## config.mk

```make
export PLATFORM = sky130hd
export DESIGN_NAME = vending_controller
export DESIGN_NICKNAME = d
export VERILOG_FILES = /design/src/rtl/vending_controller.sv
export SDC_FILE = /design/constraint.sdc
export NUM_CORES = 1
export LEC_CHECK = 0
export ABC_AREA = 0
export BUFFER_PORTS_ARGS = -buffer_cell sky130_fd_sc_hd__clkbuf_2
export CAP_MARGIN = 20
export CORE_ASPECT_RATIO = 2
export CORE_UTILIZATION = 45
export CTS_CLUSTER_DIAMETER = 60
export CTS_CLUSTER_SIZE = 10
export DETAILED_ROUTE_END_ITERATION = 8
export PLACE_DENSITY = 0.62
export SLEW_MARGIN = 20
export SYNTH_ARGS = -nofsm -noshare
export SYNTH_HDL_FRONTEND = slang
export SYNTH_SLANG_ARGS = --single-unit
```

## constraint.sdc

```tcl
create_clock -name sys_clk -period 3 [get_ports sys_clk]
set_input_delay 0.6 -clock sys_clk [delete_from_list [all_inputs] [get_ports sys_clk]]
set_output_delay 0.6 -clock sys_clk [all_outputs]
set_load 0.02 [all_outputs]
```

## src/rtl/vending_controller.sv

```systemverilog
// Transaction FSM for the micro vending machine: selection, coin intake,
// vend/refund decision and timed result display. All outputs registered.
module vending_controller #(
    parameter logic [7:0]  PRICE_0     = 8'd5,
    parameter logic [7:0]  PRICE_1     = 8'd10,
    parameter logic [7:0]  PRICE_2     = 8'd15,
    parameter logic [7:0]  PRICE_3     = 8'd25,
    parameter logic [7:0]  MAX_INPUT   = 8'd99,
    parameter logic [31:0] HOLD_CYCLES = 32'd100_000_000
) (
    input  logic       sys_clk,
    input  logic       sys_rst_n,
    input  logic       item_sel_valid,
    input  logic [1:0] item_sel,
    input  logic       coin_valid,
    input  logic [1:0] coin_type,
    input  logic       confirm,
    input  logic       cancel,
    output logic [7:0] need_money,
    output logic [7:0] input_money,
    output logic [7:0] change_money,
    output logic       dispense,
    output logic [1:0] dispense_item,
    output logic       coin_reject,
    output logic       busy
);

    localparam int unsigned MW = 8;
    localparam int unsigned CW = 32;

    typedef enum logic [1:0] {IDLE, PAYING, HOLD} state_t;

    state_t          state_q, state_d;
    logic [CW-1:0]   hold_cnt_q, hold_cnt_d;
    logic [1:0]      sel_item_q, sel_item_d;
    logic [MW-1:0]   need_d, input_d, change_d;
    logic            dispense_d, coin_reject_d, busy_d;
    logic [1:0]      dispense_item_d;
    logic [MW:0]     coin_sum;
    logic            coin_ok;

    function automatic logic [MW-1:0] price_of(input logic [1:0] idx);
        case (idx)
            2'd0:    return PRICE_0;
            2'd1:    return PRICE_1;
            2'd2:    return PRICE_2;
            default: return PRICE_3;
        endcase
    endfunction

    // Coin type 11 maps to 0 but is rejected separately.
    function automatic logic [MW-1:0] coin_value(input logic [1:0] t);
        case (t)
            2'b00:   return MW'(1);
            2'b01:   return MW'(5);
            2'b10:   return MW'(10);
            default: return MW'(0);
        endcase
    endfunction

    always_ff @(posedge sys_clk or negedge sys_rst_n) begin
        if (!sys_rst_n) begin
            state_q       <= IDLE;
            hold_cnt_q    <= '0;
            sel_item_q    <= '0;
            need_money    <= '0;
            input_money   <= '0;
            change_money  <= '0;
            dispense      <= 1'b0;
            dispense_item <= '0;
            coin_reject   <= 1'b0;
            busy          <= 1'b0;
        end else begin
            state_q       <= state_d;
            hold_cnt_q    <= hold_cnt_d;
            sel_item_q    <= sel_item_d;
            need_money    <= need_d;
            input_money   <= input_d;
            change_money  <= change_d;
            dispense      <= dispense_d;
            dispense_item <= dispense_item_d;
            coin_reject   <= coin_reject_d;
            busy          <= busy_d;
        end
    end

    // Sum is formed one bit wider so the ceiling test cannot wrap.
    assign coin_sum = (MW+1)'(input_money) + (MW+1)'(coin_value(coin_type));
    assign coin_ok  = (coin_type != 2'b11) && (coin_sum <= (MW+1)'(MAX_INPUT));

    // Priority per cycle: cancel > confirm > coin > item selection.
    always_comb begin
        state_d         = state_q;
        hold_cnt_d      = hold_cnt_q;
        sel_item_d      = sel_item_q;
        need_d          = need_money;
        input_d         = input_money;
        change_d        = change_money;
        dispense_d      = 1'b0;
        dispense_item_d = '0;
        coin_reject_d   = 1'b0;

        case (state_q)
            IDLE: begin
                if (coin_valid) begin
                    coin_reject_d = 1'b1;
                end else if (item_sel_valid) begin
                    need_d     = price_of(item_sel);
                    input_d    = '0;
                    change_d   = '0;
                    sel_item_d = item_sel;
                    state_d    = PAYING;
                end
            end
            PAYING: begin
                if (cancel) begin
                    coin_reject_d = coin_valid;
                    change_d      = input_money;
                    hold_cnt_d    = HOLD_CYCLES - CW'(1);
                    state_d       = HOLD;
                end else if (confirm) begin
                    coin_reject_d = coin_valid;
                    if (input_money >= need_money) begin
                        change_d        = input_money - need_money;
                        dispense_d      = 1'b1;
                        dispense_item_d = sel_item_q;
                        hold_cnt_d      = HOLD_CYCLES - CW'(1);
                        state_d         = HOLD;
                    end
                end else if (coin_valid) begin
                    if (coin_ok) input_d = coin_sum[MW-1:0];
                    else         coin_reject_d = 1'b1;
                end else if (item_sel_valid) begin
                    need_d     = price_of(item_sel);
                    sel_item_d = item_sel;
                end
            end
            HOLD: begin
                coin_reject_d = coin_valid;
                if (hold_cnt_q == '0) begin
                    need_d   = '0;
                    input_d  = '0;
                    change_d = '0;
                    state_d  = IDLE;
                end else begin
                    hold_cnt_d = hold_cnt_q - CW'(1);
                end
            end
            default: state_d = IDLE;
        endcase

        busy_d = (state_d != IDLE);
    end

endmodule

```

* After elaboration in Yosys (flattened, before gate mapping)
Cells that the tools add are included.
Operators by class: add/sub/neg operators 3, $lt $le $gt $ge 2, eq/ne operators 17, muxes and demuxes 50, reduce and logical (&&, ||, !) cells 14
Operators by type and width (count):
- $mux W32 | 4
- $mux W8 | 14
- $pmux W8 S3 | 3
- $pmux W32 S2 | 1
- $logic_not A32 Y1 | 1
- $sub A32 B1 Y32 const B | 1
- $mux W2 | 14
- $ne A2 B2 Y1 const B | 9
- $pmux W5 S3 | 1
- $pmux W4 S3 | 1
- $add A8 B8 Y9 | 1
- $le A9 B7 Y1 const B | 1
- $mux W1 | 9
- $ge A8 B8 Y1 | 1
- $reduce_and A4 Y1 | 2
- $reduce_and A8 Y1 | 1
- $sub A8 B8 Y8 | 1
- $eq A2 B1 Y1 const B | 3
- $eq A2 B2 Y1 const B | 3
- $logic_not A2 Y1 | 3
- $ne A3 B3 Y1 const B | 2
- $pmux W2 S3 | 1
- $reduce_and A6 Y1 | 1
- $reduce_bool A2 Y1 | 3
- 5 further kinds | 5
Storage, ports and cells: flip-flop bits (word level) 65, input bits 10, output and inout bits 29

* Logic depth before layout (Yosys ltp)
Gate-level depths: netlist of the first run.
depth after elaboration 10, gate-level depth with buffers 12, depth with buffers taken out 11

* Worst setup path before layout of the first run
Ideal clock, no wire load.
path type input-to-reg, start point input coin_type[1], end point register input_money[5], setup time 124 ps, arrival time 2787 ps, data required time 2876 ps, path slack 89 ps, cell stages on the path 11, path buffers 1, path through inv_1 -> nor2_1 -> ha_1 -> a21oi_1 -> and2_1 -> clkbuf_1 -> xnor2_1 -> o32ai_1 -> nand3_1 -> a21o_4 -> a211o_1
Between the ends: longest elaborated chain between the ends 8, elaborated cells between the ends (all ways) 15, classes of those cells add/sub (1); order compare (1); eq/ne (4); mux (6); reduce/logical (3)
RTL lines:
- from (decl) | RTL line 16 | input logic [1:0] coin_type,
- branches (longest 8 deep; another with $add A8 B8 Y9)
- to (signal assigned) | RTL line 78 | input_money <= input_d;
- to (decl) | RTL line 20 | output logic [7:0] input_money,
Parallel ways; which one is timed is not known. The select of a mux whose other input is x is not followed. A chain may end at the register's enable or synchronous reset.

* Worst setup path after layout of the first run
start point register input_money[0], end point register input_money[5]
Between the ends: longest elaborated chain between the ends 6, elaborated cells between the ends (all ways) 10, classes of those cells add/sub (1); order compare (1); eq/ne (1); mux (5); reduce/logical (2)
RTL lines:
- $add A8 B8 Y9 * | RTL line 88 | assign coin_sum = (MW+1)'(input_money) + (MW+1)'(coin_value(coin_type));
- branches (longest 5 deep; another with $le A9 B7 Y1)
Mark *: on every way between the ends. The select of a mux whose other input is x is not followed.

==> results.txt, run 1 <==
Slew Limit Fails: 0
top post-synthesis cells by count: dfrtp_1, nor2_1, nand2_1
crit path time final: 2839 ps
area of the multi-input gates: 0.001931 mm^2
total of max-cap violations: 0
die extent in x: 65.08 um
maximum vdd drop: 0.0005326 V
WP data required: 3210 ps
top_reg_cell synth: dfrtp_1
critical path startpoint category: register
leakage power: 2.002 nW
final setup violation count: 0
top-area cell type share of the netlist area: 0.4333
crit-path max FO: 7
# hold bufs at CTS: 0
number of DRC markers in iteration 0: 136
clk_skew: 4.257 ps
Die Area: 0.008340 mm^2
Reg clk slew, reported paths: 50 ps
Least-Margin Pin Slew: 932.0 ps
gr ovfl total: 0
layout cells sized above 1: 0.1907
final wirelength: 9.145 mm
H-Tree Depth: 3
Yosys cell types: 50
post-CTS setup buffers: 0
initial antenna violation count: 0
status: finished, final reports clean
Final Cell Area: 0.004287 mm^2
GRT Total Usage: 0.2467
first-pass GRT wire length: 15.17 mm
total clock sinks: 62
CTS tree: built
die height: 128.2 um
Hold Vio Cnt, Final: 0
final setup margin: 160.7 ps
drt wl/cell: 16.78 um
top-count cell post-synth: dfrtp_1
Worst Reg-to-Reg Cells: 11
Hold WS: 446.9 ps
hpwl dp: 6.998 mm
Area Overhead vs Synth: 19.71%
Layout fillers: 729
diode count: 0
Setup TNS Final: 0 ps
Mean Syn Cell Area: 9.135 um^2
Final ANT Viol Nets: 0
Pwr per Cell Area: 785.5 mW/mm^2
critical path arrival: 3050 ps
initial core utilization: 0.4676
CTS buffer count: 9
FF/Latch Area: 0.001551 mm^2
Ys Warns: 0
Nets: 474
sequential fraction of the synthesis area: 0.4333
post-layout util: 0.5598
EDFF count, synth: 0
row count: 45
io pins: 39
largest area contributor in the netlist: dfrtp_1
later-pin clock latency in the skew report: 330 ps
largest net degree at the start of global routing: 63
Via density: 5.717
clk root buf: clkbuf_16
drt first pass iters: 4
number of synthesized register bits: 62
GP Congestion: 0.8582
Max-slew headroom: 0.3735
number of global-route vias before repair: 3124
Min-Delay Path Class: input pin to async pin
fin crit share: 0.9464
IO Port Bufs: 35
Achievable Freq: 352.2 MHz
Area contributors post-synth: dfrtp_1, xor2_1, ha_1, nor2_1, nand2_1
Cell Area, Placed: 0.003990 mm^2
Post-synth ARST share: 1.000
Post-route DRC: 0
mapped cell area: 0.003581 mm^2
worst slack at placement: -126.3 ps
vias: 3116
clk buf depth: 2
crit end category: register
Core Box Area: 0.007657 mm^2
Crit Path Class: register to register
Post-Syn Instances: 392
[timing repair]
| action | 4_1_cts | 5_1_grt |
|---|---|---|
| endpoints found under the hold margin | 0 | 0 |
| resized for setup | 0 | 6 |
| setup endpoints to repair | 0 | 7 |
[layout make-up]
type,count,area share
Timing Repair Buffer,60,0.08465
Inverter,15,0.01313
Multi-Input combinational cell,298,0.4504
Clock buffer,11,0.05663
Tap cell,94,0.02744
Sequential cell,62,0.3619
Clock inverter,5,0.005838
[cell usage in the layout, fill, tap and decap left out, drive strengths merged, types with 8 or more instances in the layout]
cell type,instances
nor2,45
o21ai,21
ha,16
and2,8
and3,8
inv,15
xor2,23
nor3,11
nand2,39
buf,25
a21oi,14
dfrtp,62
nand3,19
clkbuf,46
[final timing paths]
| check | start | endpoint | slack (ps) |
|---|---|---|---|
| hold / removal | sys_rst_n | hold_cnt_q[4] | 450 |
| hold reg to reg | sel_item_q[1] | sel_item_q[1] | 470 |
| max in group asynchronous | sys_rst_n | hold_cnt_q[26] | 2020 |
| setup / recovery | input_money[0] | input_money[5] | 160 |
| min in group sys_clk | sel_item_q[1] | sel_item_q[1] | 470 |
| setup reg to reg | input_money[0] | input_money[5] | 160 |
[registers in the layout, indices dropped and copies added (netlist names)]
signal         cells
hold_cnt_q        32
input_money        8
need_money         5
dispense_item      2
sel_item_q         2
change_money       8
coin_reject        1
dispense           1
busy               1
state_q            2
[worst max-delay path, cell delays in order (launching register included)]
cell	delay (ps)
dfrtp_1	370
buf_4	150
ha_1	220
fa_1	400
nand3_1	130
and2_1	220
buf_4	140
nand3_1	80
a31oi_2	300
nand3_1	160
a21o_4	270
a211o_1	290
[power by group]
part           leakage (nW)  internal [W]  switching (W)
sequential            0.758       0.00106       0.000164
clock                 0.139      0.000573       0.000365
combinational          1.10      0.000462       0.000746
[per-stage QoR]
step,std cells,power [W]
6_report,545,0.003367
5_1_grt,545,0.003601
4_1_cts,545,0.003379
3_5_place_dp,529,0.002429
3_3_place_gp,529,0.002399
2_1_floorplan,394,0.001987
[logic make-up after synthesis]
kind of cell,Yosys count,share of synthesized area
other cells,1,0.001047
xor+xnor,29,0.07093
mux,3,0.008735
fa+ha+maj,18,0.06709
simple gates,171,0.2435
buf+inv,34,0.03948
compound gates,74,0.1359
flops,62,0.4333
[per-layer routing]
layer,vias to the layer above,GRT usage,part of all wire
met4,0,0.1573,0.053
met5,-,0,0
met1,1493,0.2504,0.36
li1,1492,-,-
met2,98,0.4424,0.55
met3,33,0.05249,0.036
Note: power is estimated with default switching activity, not from simulation.
==> run 2, diff against run 1 <==
--- a/config.mk
+++ b/config.mk
@@ -9,11 +9,12 @@
 export BUFFER_PORTS_ARGS = -buffer_cell sky130_fd_sc_hd__clkbuf_2
 export CAP_MARGIN = 20
 export CORE_ASPECT_RATIO = 2
-export CORE_UTILIZATION = 45
+export CORE_UTILIZATION = 37
 export CTS_CLUSTER_DIAMETER = 60
 export CTS_CLUSTER_SIZE = 10
 export DETAILED_ROUTE_END_ITERATION = 8
-export PLACE_DENSITY = 0.62
+export GPL_TIMING_DRIVEN = 0
+export PLACE_DENSITY = 0.53
 export SLEW_MARGIN = 20
 export SYNTH_ARGS = -nofsm -noshare
 export SYNTH_HDL_FRONTEND = slang
==> results.txt, run 2 (synthesized netlist as in run 1, its figures left out) <==
status: finished, final reports clean
diode count: 0
Crit Path Class: register to register
largest net degree at the start of global routing: 47
Cell Area, Placed: 0.003933 mm^2
power share of the sequential group: 0.352
biggest regs: hold_cnt_q (32), change_money (8), input_money (8)
Pwr per Cell Area: 808.7 mW/mm^2
Final ANT Viol Nets: 0
slowest stage delay, CP: 540 ps
crit path capture: input_money[5]
leading cell type in the layout, fill and taps excluded: dfrtp_1
GR Layer Usage met3: 0.02788
Critical Path Slowest Stage Cell: or4_4
die extent in x: 71.57 um
later-pin clock latency in the skew report: 330 ps
CTS buffer count: 9
crit end category: register
clk_skew: 7.177 ps
layout cells sized above 1: 0.1800
Hold WS: 171.2 ps
crit-path max FO: 7
r2r startpoint: hold_cnt_q[21]
Final Cell Area: 0.004349 mm^2
total clock sinks: 62
die height: 141.1 um
Hold Vio Cnt, Final: 0
Reg clk slew, reported paths: 50 ps
number of global-route vias before repair: 3136
WP depth: 8
Min-Delay Path Class: input pin to async pin
initial core utilization: 0.3816
Clock power frac: 0.317
first-pass GRT wire length: 15.37 mm
Critical R2R Capture: input_money[5]
gr ovfl total: 0
Largest register FFs: 32
maximum vdd drop: 0.0003292 V
drt first pass iters: 4
NetSw: 0.001287 W
setup slack, reg-to-reg: 110 ps
critical-path cell list: or4_4 > or4_1 > buf_4 > nor4_4 > and2_4 > a21oi_1 > a21o_4 > a211o_1
H-Tree Depth: 3
CTS tree: built
commonest cells after routing, fill and taps aside: dfrtp_1, nor2_1, nand2_1
Die Area: 0.01010 mm^2
Int Power: 0.002231 W
critical path startpoint category: register
clk root buf: clkbuf_16
Post-route DRC: 0
IO Port Bufs: 34
vias: 3048
Nets: 473
clk buf depth: 2
Critical Path Source: hold_cnt_q[21]
Area Overhead vs Synth: 21.45%
Net Sw Frac: 0.3658
GRT Total Usage: 0.2010
row count: 50
worst slack at placement: -523.1 ps
hpwl dp: 7.188 mm
GR Util met1: 0.1996
Gate power share: 0.331
final wirelength: 9.376 mm
critical path arrival: 3100 ps
io pins: 39
fin crit share: 0.9630
Core Box Area: 0.009384 mm^2
GP Congestion: 0.8143
# hold bufs at CTS: 0
number of DRC markers in iteration 0: 157
crit path time final: 2889 ps
WP data required: 3210 ps
final setup violation count: 0
Via density: 5.502
Slew Limit Fails: 0
Least-Margin Pin Slew: 762.6 ps
most flop-heavy register: hold_cnt_q
final setup margin: 111.1 ps
Achievable Freq: 346.2 MHz
met2 Resource Use GR: 0.3910
Worst Reg-to-Reg Cells: 8
CP top delay family: simple AND/OR/NAND/NOR gates
most crowded layer after global routing: met2
total of max-cap violations: 0
initial antenna violation count: 0
worst path bufs/invs: 1
drt wl/cell: 16.92 um
leakage power: 1.987 nW
RSZ-0062 raised after global routing: true
Max-slew headroom: 0.4916
Setup TNS Final: 0 ps
==> run 2: per-layer routing <==
layer / part of all wire / routed length (um)
met2: 0.59 / 5497
met5: 0 / 0
met1: 0.36 / 3341
met4: 0.035 / 325
met3: 0.023 / 211
==> run 2: final cells by class <==
| cell class | instances | area (um^2) |
|---|---|---|
| plain buffers | 19 | 92.59 |
| clock buffers | 12 | 246.5 |
| clock inverters | 4 | 70.07 |
| fillers | 940 | 5035 |
| inverters | 15 | 56.30 |
| multi-input cells | 298 | 1963 |
| flip-flops and latches | 62 | 1553 |
| well taps | 104 | 130.1 |
| repair buffers | 40 | 237.7 |
==> run 2: timing repair <==
action,4_1_cts,5_1_grt
pin swaps,1,3
endpoints found under the setup margin,37,26
setup buffers,0,4
resized for setup,7,17
==> run 2: how the worst min path moves through the flow <==
stage	cells past startpoint	end	startpoint
final	1	hold_cnt_q[5]	sys_rst_n
after global routing	1	hold_cnt_q[7]	sys_rst_n
after CTS	1	dispense_item[0]	sys_rst_n
after detailed placement	2	change_money[5]	change_money[5]
after global placement	2	sel_item_q[0]	sel_item_q[0]
after floorplan	0	busy	sys_rst_n
==> run 2: stage by stage <==
step                cells  utilization  total power, W
floorplan             394            -        0.001987
global placement      532       0.4144        0.002355
detailed placement    534       0.4191        0.002387
CTS                   550       0.4555        0.003520
global route          554       0.4635        0.003741
finish                554       0.4635        0.003517
==> run 2: power groups by stage <==
stage	registers, W	clock network [W]	logic (W)
finish	0.00124	0.00111	0.00117
global route	0.00127	0.00116	0.00131
CTS	0.00124	0.00113	0.00115
detailed placement	0.00125	0	0.00114
global placement	0.00125	0	0.00111
floorplan	0.00131	0	0.000672
